===== src/rtl/if_fetch_if.sv =====
// ---------------------------------------------------------------------------
// if_fetch_if -- bundle of every non-clock/non-reset signal of the fetch unit.
//
// master : the fetch unit itself (drives stall, if_*, mem_addr, mem_rd)
// slave  : the environment (PC register, decode stage and byte memory)
//
// Signals
//   rdy        global enable; 0 freezes the fetch unit
//   pc, pc_e   fetch address and its request strobe
//   jmp_e      redirect/flush; in-flight fetch is discarded
//   stall      back-pressure towards the PC register
//   if_inst    fetched instruction word
//   if_pc      address of if_inst
//   if_valid   if_inst/if_pc valid
//   if_stall   decode not accepting
//   mem_addr   byte read address
//   mem_rd     byte read request
//   mem_gnt    request accepted this cycle
//   mem_din    returned byte
//   mem_dvalid mem_din valid; bytes return in request order
// ---------------------------------------------------------------------------
interface if_fetch_if;
    logic        rdy;
    logic [31:0] pc;
    logic        pc_e;
    logic        jmp_e;
    logic        stall;
    logic [31:0] if_inst;
    logic [31:0] if_pc;
    logic        if_valid;
    logic        if_stall;
    logic [31:0] mem_addr;
    logic        mem_rd;
    logic        mem_gnt;
    logic [7:0]  mem_din;
    logic        mem_dvalid;

    modport master (
        input  rdy, pc, pc_e, jmp_e, if_stall, mem_gnt, mem_din, mem_dvalid,
        output stall, if_inst, if_pc, if_valid, mem_addr, mem_rd
    );

    modport slave (
        output rdy, pc, pc_e, jmp_e, if_stall, mem_gnt, mem_din, mem_dvalid,
        input  stall, if_inst, if_pc, if_valid, mem_addr, mem_rd
    );
endinterface


===== src/rtl/if_fetch.sv =====
// ---------------------------------------------------------------------------
// if_fetch -- instruction fetch unit with a 16-entry direct-mapped icache in
// front of a byte-wide memory.
//
// A hit in IDLE presents the cached word on the next cycle. A miss latches the
// PC, issues four byte reads (pc+0..pc+3), assembles the returned bytes
// little-endian, fills the line and presents the word. jmp_e aborts any
// in-flight fetch; reads that were already granted are drained and dropped.
//
// Ports
//   clk    rising-edge clock
//   rst_n  asynchronous active-low reset
//   bus    if_fetch_if.master (PC side, decode side and memory side)
//
// Cache line n (n = pc[5:2]) keeps a valid bit and tag pc[31:6] in flops so
// the hit test is combinational; the data words live in a RAM array that is
// only read into the if_inst register.
// ---------------------------------------------------------------------------
module if_fetch (
    input  logic       clk,
    input  logic       rst_n,
    if_fetch_if.master bus
);
    localparam int unsigned LINES = 16;

    typedef enum logic [1:0] {
        S_IDLE  = 2'd0,
        S_FETCH = 2'd1,
        S_DRAIN = 2'd2
    } state_t;

    state_t      r_state;
    state_t      w_state_next;

    logic [31:0] r_fetch_pc;    // latched miss address
    logic [2:0]  r_issue_cnt;   // reads granted for this line, 0..4
    logic [1:0]  r_rx_cnt;      // bytes received for this line, 0..3
    logic [2:0]  r_out_cnt;     // granted minus returned, 0..4
    logic [23:0] r_word;        // low three bytes of the word being assembled

    logic        r_if_valid;
    logic [31:0] r_if_inst;
    logic [31:0] r_if_pc;

    logic [31:0] r_line_data [LINES];

    logic [3:0]       w_idx;
    logic [25:0]      w_tag;
    logic [3:0]       w_fill_idx;
    logic [LINES-1:0] w_hit_vec;
    logic             w_hit;
    logic             w_stall;
    logic             w_accept;
    logic             w_accept_hit;
    logic             w_accept_miss;
    logic             w_mem_rd;
    logic             w_grant;
    logic             w_ret;
    logic             w_last_byte;
    logic             w_fill;
    logic [2:0]       w_out_next;
    logic [31:0]      w_full_word;
    logic             w_unused;

    // pc[1:0] is not part of the cache address; fetches are word aligned.
    assign w_unused = &{1'b0, bus.pc[1:0]};

    assign w_idx      = bus.pc[5:2];
    assign w_tag      = bus.pc[31:6];
    assign w_fill_idx = r_fetch_pc[5:2];

    // ------------------------------------------------------------------
    // Tag/valid store, one flop group per line.
    // ------------------------------------------------------------------
    generate
        for (genvar gi = 0; gi < LINES; gi++) begin : g_line
            logic        r_valid;
            logic [25:0] r_tag;

            always_ff @(posedge clk or negedge rst_n) begin
                if (!rst_n) begin
                    r_valid <= 1'b0;
                    r_tag   <= '0;
                end else if (w_fill && (w_fill_idx == 4'(gi))) begin
                    r_valid <= 1'b1;
                    r_tag   <= r_fetch_pc[31:6];
                end
            end

            assign w_hit_vec[gi] = r_valid && (r_tag == w_tag);
        end
    endgenerate

    assign w_hit = w_hit_vec[w_idx];

    // Data words: written only on a completed, non-flushed fill.
    always_ff @(posedge clk) begin
        if (w_fill) begin
            r_line_data[w_fill_idx] <= w_full_word;
        end
    end

    // ------------------------------------------------------------------
    // Handshake decode
    // ------------------------------------------------------------------
    assign w_stall       = (r_state != S_IDLE) || (r_if_valid && bus.if_stall);
    assign w_accept      = bus.rdy && bus.pc_e && !w_stall && !bus.jmp_e;
    assign w_accept_hit  = w_accept && w_hit;
    assign w_accept_miss = w_accept && !w_hit;

    // jmp_e removes the request in the same cycle so no new read is granted.
    assign w_mem_rd = bus.rdy && (r_state == S_FETCH) && (r_issue_cnt != 3'd4) && !bus.jmp_e;
    assign w_grant  = w_mem_rd && bus.mem_gnt;

    // Returns only count while reads are outstanding; stale bytes that arrive
    // after a reset find r_out_cnt == 0 and are ignored.
    assign w_ret       = bus.rdy && bus.mem_dvalid && (r_out_cnt != 3'd0);
    assign w_last_byte = (r_state == S_FETCH) && w_ret && (r_rx_cnt == 2'd3);
    assign w_fill      = w_last_byte && !bus.jmp_e;
    assign w_full_word = {bus.mem_din, r_word};
    assign w_out_next  = r_out_cnt + {2'd0, w_grant} - {2'd0, w_ret};

    // ------------------------------------------------------------------
    // Next-state logic
    // ------------------------------------------------------------------
    always_comb begin
        w_state_next = r_state;
        if (bus.rdy) begin
            if (bus.jmp_e) begin
                w_state_next = (w_out_next != 3'd0) ? S_DRAIN : S_IDLE;
            end else begin
                case (r_state)
                    S_IDLE: begin
                        if (w_accept_miss) begin
                            w_state_next = S_FETCH;
                        end
                    end
                    S_FETCH: begin
                        if (w_last_byte) begin
                            w_state_next = S_IDLE;
                        end
                    end
                    S_DRAIN: begin
                        if (w_out_next == 3'd0) begin
                            w_state_next = S_IDLE;
                        end
                    end
                    default: begin
                        w_state_next = S_IDLE;
                    end
                endcase
            end
        end
    end

    // ------------------------------------------------------------------
    // State, counters and result registers
    // ------------------------------------------------------------------
    always_ff @(posedge clk or negedge rst_n) begin
        if (!rst_n) begin
            r_state     <= S_IDLE;
            r_fetch_pc  <= '0;
            r_issue_cnt <= '0;
            r_rx_cnt    <= '0;
            r_out_cnt   <= '0;
            r_word      <= '0;
            r_if_valid  <= 1'b0;
            r_if_inst   <= '0;
            r_if_pc     <= '0;
        end else if (bus.rdy) begin
            r_state   <= w_state_next;
            r_out_cnt <= w_out_next;

            // Line-fill bookkeeping
            if (bus.jmp_e) begin
                r_issue_cnt <= '0;
                r_rx_cnt    <= '0;
            end else if (w_accept_miss) begin
                r_fetch_pc  <= bus.pc;
                r_issue_cnt <= '0;
                r_rx_cnt    <= '0;
            end else if (r_state == S_FETCH) begin
                if (w_grant) begin
                    r_issue_cnt <= r_issue_cnt + 3'd1;
                end
                if (w_ret) begin
                    r_rx_cnt <= r_rx_cnt + 2'd1;
                    case (r_rx_cnt)
                        2'd0:    r_word[7:0]   <= bus.mem_din;
                        2'd1:    r_word[15:8]  <= bus.mem_din;
                        2'd2:    r_word[23:16] <= bus.mem_din;
                        default: ; // byte 3 goes straight into w_full_word
                    endcase
                end
            end

            // Result towards decode: flush wins, then a new result, then
            // consumption; otherwise the result is held.
            if (bus.jmp_e) begin
                r_if_valid <= 1'b0;
            end else if (w_accept_hit) begin
                r_if_valid <= 1'b1;
                r_if_inst  <= r_line_data[w_idx];
                r_if_pc    <= bus.pc;
            end else if (w_fill) begin
                r_if_valid <= 1'b1;
                r_if_inst  <= w_full_word;
                r_if_pc    <= r_fetch_pc;
            end else if (r_if_valid && !bus.if_stall) begin
                r_if_valid <= 1'b0;
            end
        end
    end

    // ------------------------------------------------------------------
    // Outputs
    // ------------------------------------------------------------------
    assign bus.stall    = w_stall;
    assign bus.mem_rd   = w_mem_rd;
    assign bus.mem_addr = r_fetch_pc + {29'd0, r_issue_cnt};
    assign bus.if_valid = r_if_valid;
    assign bus.if_inst  = r_if_inst;
    assign bus.if_pc    = r_if_pc;

endmodule


===== src/flat_wrapper.sv =====
// flat-port wrapper written by rule: the top's interface ports become plain ports
module if_fetch_flat 
  (clk, rst_n, bus_rdy, bus_pc, bus_pc_e, bus_jmp_e, bus_if_stall, bus_mem_gnt, bus_mem_din, bus_mem_dvalid, bus_stall, bus_if_inst, bus_if_pc, bus_if_valid, bus_mem_addr, bus_mem_rd);
  if_fetch_if bus_i ();
  input  logic clk;
  input  logic rst_n;
  input wire logic [$bits(bus_i.rdy)-1:0] bus_rdy;
  input wire logic [$bits(bus_i.pc)-1:0] bus_pc;
  input wire logic [$bits(bus_i.pc_e)-1:0] bus_pc_e;
  input wire logic [$bits(bus_i.jmp_e)-1:0] bus_jmp_e;
  input wire logic [$bits(bus_i.if_stall)-1:0] bus_if_stall;
  input wire logic [$bits(bus_i.mem_gnt)-1:0] bus_mem_gnt;
  input wire logic [$bits(bus_i.mem_din)-1:0] bus_mem_din;
  input wire logic [$bits(bus_i.mem_dvalid)-1:0] bus_mem_dvalid;
  output wire logic [$bits(bus_i.stall)-1:0] bus_stall;
  output wire logic [$bits(bus_i.if_inst)-1:0] bus_if_inst;
  output wire logic [$bits(bus_i.if_pc)-1:0] bus_if_pc;
  output wire logic [$bits(bus_i.if_valid)-1:0] bus_if_valid;
  output wire logic [$bits(bus_i.mem_addr)-1:0] bus_mem_addr;
  output wire logic [$bits(bus_i.mem_rd)-1:0] bus_mem_rd;
  assign bus_i.rdy = bus_rdy;
  assign bus_i.pc = bus_pc;
  assign bus_i.pc_e = bus_pc_e;
  assign bus_i.jmp_e = bus_jmp_e;
  assign bus_i.if_stall = bus_if_stall;
  assign bus_i.mem_gnt = bus_mem_gnt;
  assign bus_i.mem_din = bus_mem_din;
  assign bus_i.mem_dvalid = bus_mem_dvalid;
  assign bus_stall = bus_i.stall;
  assign bus_if_inst = bus_i.if_inst;
  assign bus_if_pc = bus_i.if_pc;
  assign bus_if_valid = bus_i.if_valid;
  assign bus_mem_addr = bus_i.mem_addr;
  assign bus_mem_rd = bus_i.mem_rd;
  if_fetch u_core (.clk(clk), .rst_n(rst_n), .bus(bus_i));
endmodule

===== config.mk =====
export PLATFORM = sky130hd
export DESIGN_NAME = if_fetch_flat
export DESIGN_NICKNAME = d
export VERILOG_FILES = /design/src/rtl/if_fetch_if.sv /design/src/rtl/if_fetch.sv /design/src/flat_wrapper.sv
export SDC_FILE = /design/constraint.sdc
export NUM_CORES = 2
export LEC_CHECK = 0
export BUFFER_PORTS_ARGS = -buffer_cell sky130_fd_sc_hd__buf_2
export CAP_MARGIN = 25
export CORE_UTILIZATION = 55
export CTS_CLUSTER_DIAMETER = 60
export DETAILED_ROUTE_END_ITERATION = 10
export PLACE_DENSITY = 0.84
export SETUP_SLACK_MARGIN = 0.4
export SLEW_MARGIN = 0
export SYNTH_ARGS = -nofsm -noshare
export SYNTH_HDL_FRONTEND = slang
export SYNTH_SLANG_ARGS = --single-unit

===== constraint.sdc =====
create_clock -name clk -period 3.75 [get_ports clk]
set_input_delay 0 -clock clk [delete_from_list [all_inputs] [get_ports clk]]
set_output_delay 0 -clock clk [all_outputs]
set_load 0.1 [all_outputs]

# Yosys cells after proc, flatten, opt, wreduce, memory -nomap -nowiden

Memory sizes are Yosys's and may differ from the RTL's.
Cells that the tools add are included.

Add/sub/neg operators: 5
$lt $le $gt $ge: 1
Equal/unequal tests: 40
Mux-type cells: 26
Bitwise operators: 2
Reductions and logical operators: 74

Operator list:

| kind                 | number |
|---|---|
| $eq A26 B26 Y1       | 16 |
| $mux W32             | 4 |
| $logic_and A1 B1 Y1  | 48 |
| $add A32 B3 Y32      | 1 |
| $eq A4 B4 Y1 const B | 8 |
| $mux W2              | 9 |
| $reduce_and A6 Y1    | 3 |
| $eq A4 B3 Y1 const B | 4 |
| $reduce_bool A3 Y1   | 5 |
| $mux W3              | 4 |
| $reduce_and A3 Y1    | 4 |
| $ne A3 B2 Y1 const B | 3 |
| $eq A4 B2 Y1 const B | 2 |
| $mux W1              | 7 |
| $eq A2 B2 Y1 const B | 3 |
| $pmux W2 S3          | 1 |
| $lt A4 B5 Y1 const B | 1 |
| $bmux W1 S4          | 1 |
| $eq A2 B1 Y1 const B | 2 |
| $eq A4 B1 Y1 const B | 1 |
| $logic_not A1 Y1     | 4 |
| $logic_not A2 Y1     | 2 |
| $logic_not A4 Y1     | 1 |
| $reduce_and A4 Y1    | 1 |
| other kinds (11)     | 13 |

Flip-flop bits (word level): 563
Memory bits (writable): 512
Input bits: 48
Output and inout bits: 99
Word-level logic and storage cells: 192
Memories kept: 1

Memories:

| memory             | depth | bits a word | rd ports | clocked after memory_dff | wr ports | RTL line       | source |
|---|---|---|---|---|---|---|---|
| u_core.r_line_data | 16    | 32          | 1        | 0                        | 1        | if_fetch.sv:45 | `logic [31:0] r_line_data [LINES];` |

# Logic depth before layout (Yosys ltp)

Word-level depth: 11
Gate-level depth with buffers: 14
Depth with buffers taken out: 13

# Worst setup path after synthesis

Ideal clock, no wire load.

Path kind: register to register
Start: reg u_core.r_issue_cnt[0]
End: reg u_core.r_state[1]
Setup time: 0.130 ns
Data arrival time: 3.621 ns
Data required time: 3.620 ns
Setup slack: -0.002 ns
Stages on the path, launching flop included: 12
Path buffers: 1
Period minus slack after synthesis: 3.752 ns
Cell sequence: dfrtp_1 -> inv_1 -> ha_1 -> a21oi_1 -> and2_1 -> clkbuf_1 -> ha_1 -> fa_1 -> nor3_1 -> o21ai_0 -> nand2_1 -> o21ai_0

Word-level cells in the longest chain between the ends: 9
Elaborated cells between the ends (all ways): 12
Those cells by class: 2 x add/sub; 2 x eq/ne; 2 x mux; 6 x reduce/logical

Ends and longest elaborated chain:

| what                                                          | RTL line                         | source |
|---|---|---|
| from (decl)                                                   | if_fetch.sv:36                   | `logic [2:0] r_issue_cnt;` |
| from (signal assigned)                                        | if_fetch.sv:184                  | `r_issue_cnt <= r_issue_cnt + 3'd1;` |
| $ne A3 B3 Y1 (*)                                              | if_fetch.sv:112                  | `assign w_mem_rd = bus.rdy && (r_state == S_FETCH) && (r_issue_cnt != 3'd4) && !bus.jmp_e;` |
| $logic_and A1 B1 Y1 (*) (2 in a row)                          | if_fetch.sv:112                  |  |
| via bus_mem_rd                                                | flat_wrapper.sv:20               | `output wire logic [$bits(bus_i.mem_rd)-1:0] bus_mem_rd;` |
| $logic_and A1 B1 Y1 (*)                                       | if_fetch.sv:113                  | `assign w_grant = w_mem_rd && bus.mem_gnt;` |
| $add A3 B1 Y3 (*)                                             | if_fetch.sv:121                  | `assign w_out_next = r_out_cnt + {2'd0, w_grant} - {2'd0, w_ret};` |
| $sub A3 B1 Y3 (*)                                             | if_fetch.sv:121                  |  |
| via u_core.w_out_next[1]                                      | if_fetch.sv:61                   | `logic [2:0] w_out_next;` |
| $logic_not A3 Y1 or $reduce_bool A3 Y1 (tied branches)        | if_fetch.sv:144, if_fetch.sv:130 |  |
| $ne A3 B2 Y1 (no source line) or $mux W2 (tied branches)      | --                               |  |
| $reduce_and A4 Y1 (no source line) or $mux W2 (tied branches) | --                               |  |
| to (signal assigned)                                          | if_fetch.sv:171                  | `r_state <= w_state_next;` |
| to (decl)                                                     | if_fetch.sv:32                   | `state_t r_state;` |

Mark *: on every way through the listed nets, which the timed path passes. The rest lies on a longest branch.
A chain may end at the register's enable or synchronous reset.

# Worst setup path after layout

Start: reg u_core.r_out_cnt[1]
End: reg u_core.r_state[1]

Word-level cells in the longest chain between the ends: 6
Elaborated cells between the ends (all ways): 13
Those cells by class: 2 x add/sub; 2 x eq/ne; 2 x mux; 7 x reduce/logical

Ends and longest elaborated chain:

| what                                                                  | RTL line        | source |
|---|---|---|
| from (decl)                                                           | if_fetch.sv:38  | `logic [2:0] r_out_cnt;` |
| from (signal assigned)                                                | if_fetch.sv:172 | `r_out_cnt <= w_out_next;` |
| parallel branches: the longest is 6 deep, another holds $add A3 B1 Y3 | --              |  |

Parallel ways; which one is timed is not known.

==> reports/results.txt <==
Slowest stage delay, CP: 0.57 ns
Tmin final: 3.32 ns
Clock slew at reported path FFs: 0.07 ns
Share of the synthesized area in the top cell type: 0.330
Final Wtd Congestion: 0.861
DRC Markers: 0
Drt via density: 6.13
Sequential share of power: 0.402
Combinational fraction of design power: 0.272
Total negative slack: 0 ns
Cell Pwr Density: 626 nW/um^2
Sw frac: 0.374
Io pins: 147
Synth-to-Final Area Change: 14.4%
Clock Power Share: 0.326
Ys Warns: 0
Startpoint Class: flip-flop
Fin crit share: 0.887
Overall routing resource usage: 0.314
Worst skew pair latency: 0.69 ns
Worst Path Arrival: 3.88 ns
Ranking of synthesized cells by area: edfxtp_1, dfrtp_1, mux4_2
Min Hold Slack: 0.0487 ns
Post-synth ARST share: 0.524
Max FO, Critical Path: 4
Crit path top cell by count: ha_1
Via count: 29900
Final Hold Viols: 0
Total wire length: 134000 microns
Worst hold path type: in -> async
Worst Path Buf+Inv: 2
Area leader, netlist: edfxtp_1
Via count of the first global-routing pass: 30400
Max clock buf depth: 3
FF/Latch Area: 29500 sq um
Cell Chain, Critical Path: o311a_1 > ha_1 > inv_1 > ha_1 > fa_1 > xnor2_2 > xor2_1 > nor3_2 > o21ai_1 > nand2_1 > o21ai_0 > dlygate4sd3_1
CP top delay family: adder cells
Slew HR: 0.397
Die width: 293 microns
First-pass GRT wire length: 197000 microns
Cells after Synth: 3460
Fill cells: 5922
IO buf count: 146
RSZ-0062 raised after global routing: true
CTS H-tree depth: 3
NumNets Final: 3714
Post-synth EDFFs: 512
DP Wirelength: 77200 microns
CP required: 4.31 ns
Die Ht: 293 microns
Congestion Overflow GR: 0
TritonCTS clock tree: done
Multi-input gate area: 16200 sq um
Sw Pwr: 12.5 mW
DRT iter0 DRCs: 3436
Max Slew Vio Count: 0
Register bit total from synthesis: 1075
Max-cap viol count: 0
Share of layout cells above drive strength 1: 0.230
Clk root buf: clkbuf_16
Count leader, synth: nand2_1
Synth cell count leaders: nand2_1, dfrtp_1, edfxtp_1
Distinct cells, synth: 47
Largest net degree at the start of global routing: 116
Initial Utilization: 0.556
Post-synthesis net count: 3521
Row Count: 106
Mapped Avg Cell Area: 13.5 sq um
Worst-margin pin slew: 0.905 ns
Worst ir drop on vdd: 980 uV
Main synth FF type: dfrtp_1
Outcome: finished, final reports clean
Crit path capture type: flip-flop
Num CTS Buffers: 108
Fmax: 301 MHz
Internal power: 20.9 mW
Setup Viol. Count Final: 0
Mapped Area: 46600 sq um
Seq/Total Area, Yosys: 0.632
P_leak: 23.3 nW
Sink Count: 1075
DR WL/cell: 27.5 microns
Initial antenna violation count: 3
Core Footprint: 83800 sq um
Final ANT Viol Nets: 0
CP Class: reg -> reg
Slowest-stage cell, CP: dlygate4sd3_1
Router iterations before antenna repair: 5
Total die area: 85900 sq um
Skew final: 0.0258 ns
==> logic make-up (layout without fill, tap and decap cells) <==
| family | after synthesis | count (layout) | share of synthesized area |
|---|---|---|---|
| and+or+nand+nor | 1126 | 1126 | 0.101 |
| muxes | 435 | 435 | 0.142 |
| DFF | 1075 | 1075 | 0.632 |
| xor gates and xnor gates | 449 | 449 | 0.0844 |
| AOI/OAI and AO/OA | 102 | 102 | 0.0122 |
| buffers and inverters | 260 | 540 | 0.0243 |
| other | 0 | 2 | 0 |
| adders and majority gates | 13 | 13 | 0.00381 |
==> through the flow <==
step           area, sq um  power [mW]  setup WS [ns]  instances  utilization
3_5_place_dp         49300        22.4          0.583       4635        0.588
5_1_grt              53300        34.1          0.295       4874        0.636
6_report             53400        33.4          0.425       4876        0.637
3_3_place_gp         49300        22.3          0.539       4635        0.588
4_1_cts              53300        33.3          0.416       4870        0.635
2_1_floorplan        46700        19.6          0.522       3460            -
==> cell type report <==
cell class	instances	area share
Clock buffer	149	0.0568
Clock inverter	48	0.00992
Antenna cell	2	0.0000938
Multi-Input combinational cell	2125	0.303
Tap cell	1134	0.0266
Sequential cell	1075	0.552
Inverter	27	0.00190
Timing Repair Buffer	316	0.0494
==> worst paths after layout <==
kind / end / slack [ns] / startpoint / depth (start not counted)
min reg2reg: u_core.g_line[9].r_valid$_DFFE_PN0P_ / 0.47 / u_core.g_line[9].r_valid$_DFFE_PN0P_ / 1
max in group asynchronous: u_core.bus.if_inst[31]$_DFFE_PN0P_ / 3.04 / rst_n / 3
max reg2reg: u_core.r_state[1]$_DFFE_PN0P_ / 0.43 / u_core.r_out_cnt[1]$_DFFE_PN0P_ / 12
min: u_core.g_line[7].r_tag[24]$_DFFE_PN0P_ / 0.05 / rst_n / 3
min in group clk: u_core.bus.if_pc[11]$_DFFE_PN0P_ / 0.05 / bus_pc[11] / 4
max: u_core.r_state[1]$_DFFE_PN0P_ / 0.43 / u_core.r_out_cnt[1]$_DFFE_PN0P_ / 12
==> cell usage in the layout (no fill, tap or decap), types with 4 or more instances in the layout <==
| master | count |
|---|---|
| clkbuf_16 | 109 |
| or2_2 | 6 |
| mux2i_1 | 64 |
| inv_1 | 16 |
| mux2_1 | 5 |
| nand4_1 | 59 |
| buf_2 | 129 |
| buf_6 | 4 |
| buf_12 | 34 |
| nand3b_1 | 4 |
| xnor2_2 | 9 |
| nor2b_1 | 6 |
| nor2_1 | 82 |
| clkbuf_8 | 15 |
| nor4_1 | 60 |
| edfxtp_1 | 512 |
| clkbuf_1 | 25 |
| nand2b_1 | 13 |
| a31oi_1 | 4 |
| dfrtp_1 | 563 |
| a21oi_1 | 68 |
| o21ai_0 | 12 |
| buf_4 | 107 |
| inv_2 | 11 |
| inv_6 | 7 |
| mux4_2 | 160 |
| and3_1 | 8 |
| xnor2_1 | 209 |
| clkinv_1 | 4 |
| dlygate4sd3_1 | 36 |
| nand2_1 | 825 |
| mux2_2 | 206 |
| xor2_1 | 231 |
| nor3_1 | 14 |
| nand3_1 | 29 |
| ha_1 | 10 |
| bufinv_16 | 9 |
| clkinv_2 | 19 |
==> routing by layer <==
metal,GRT usage,vias to the layer above,share of wire
li1,-,12400,-
met1,0.387,15200,0.35
met2,0.523,1842,0.49
met3,0.0601,485,0.096
met4,0.178,2,0.064
met5,0,-,0.000082
==> power groups by stage <==
stage                     clock (mW)  combinational, mW  sequential [mW]
final                           10.9               9.08             13.4
after global routing            11.4               9.22             13.5
after CTS                       11.0               8.91             13.4
after detailed placement           0               8.80             13.6
after global placement             0               8.71             13.6
after floorplan                    0               3.59             16.0
==> registers in the layout, indices dropped and copies added, names as in the netlist <==
signal and count:
u_core.r_out_cnt 3, u_core.r_fetch_pc 32, u_core.bus.if_pc 32, u_core.bus.if_inst 32
u_core.r_issue_cnt 3, u_core.g_line.r_tag 416, u_core.r_rx_cnt 2, u_core.r_word 24
u_core.r_line_data 512, u_core.r_state 2, u_core.bus.if_valid 1, u_core.g_line.r_valid 16
==> tightest hold or removal path, stage by stage <==
cell,delay [ns]
dlygate4sd3_1,0.56
buf_8,0.23
buf_12,0.33
==> timing repair <==
item                       CTS  global route
pin swaps                    2             5
setup endpoints to repair   16            16
hold endpoints to repair   490             0
buffers inserted             1             3
hold buffers                37             0
resized for setup           12            15
No activity file was read; power rests on OpenSTA's default activity.
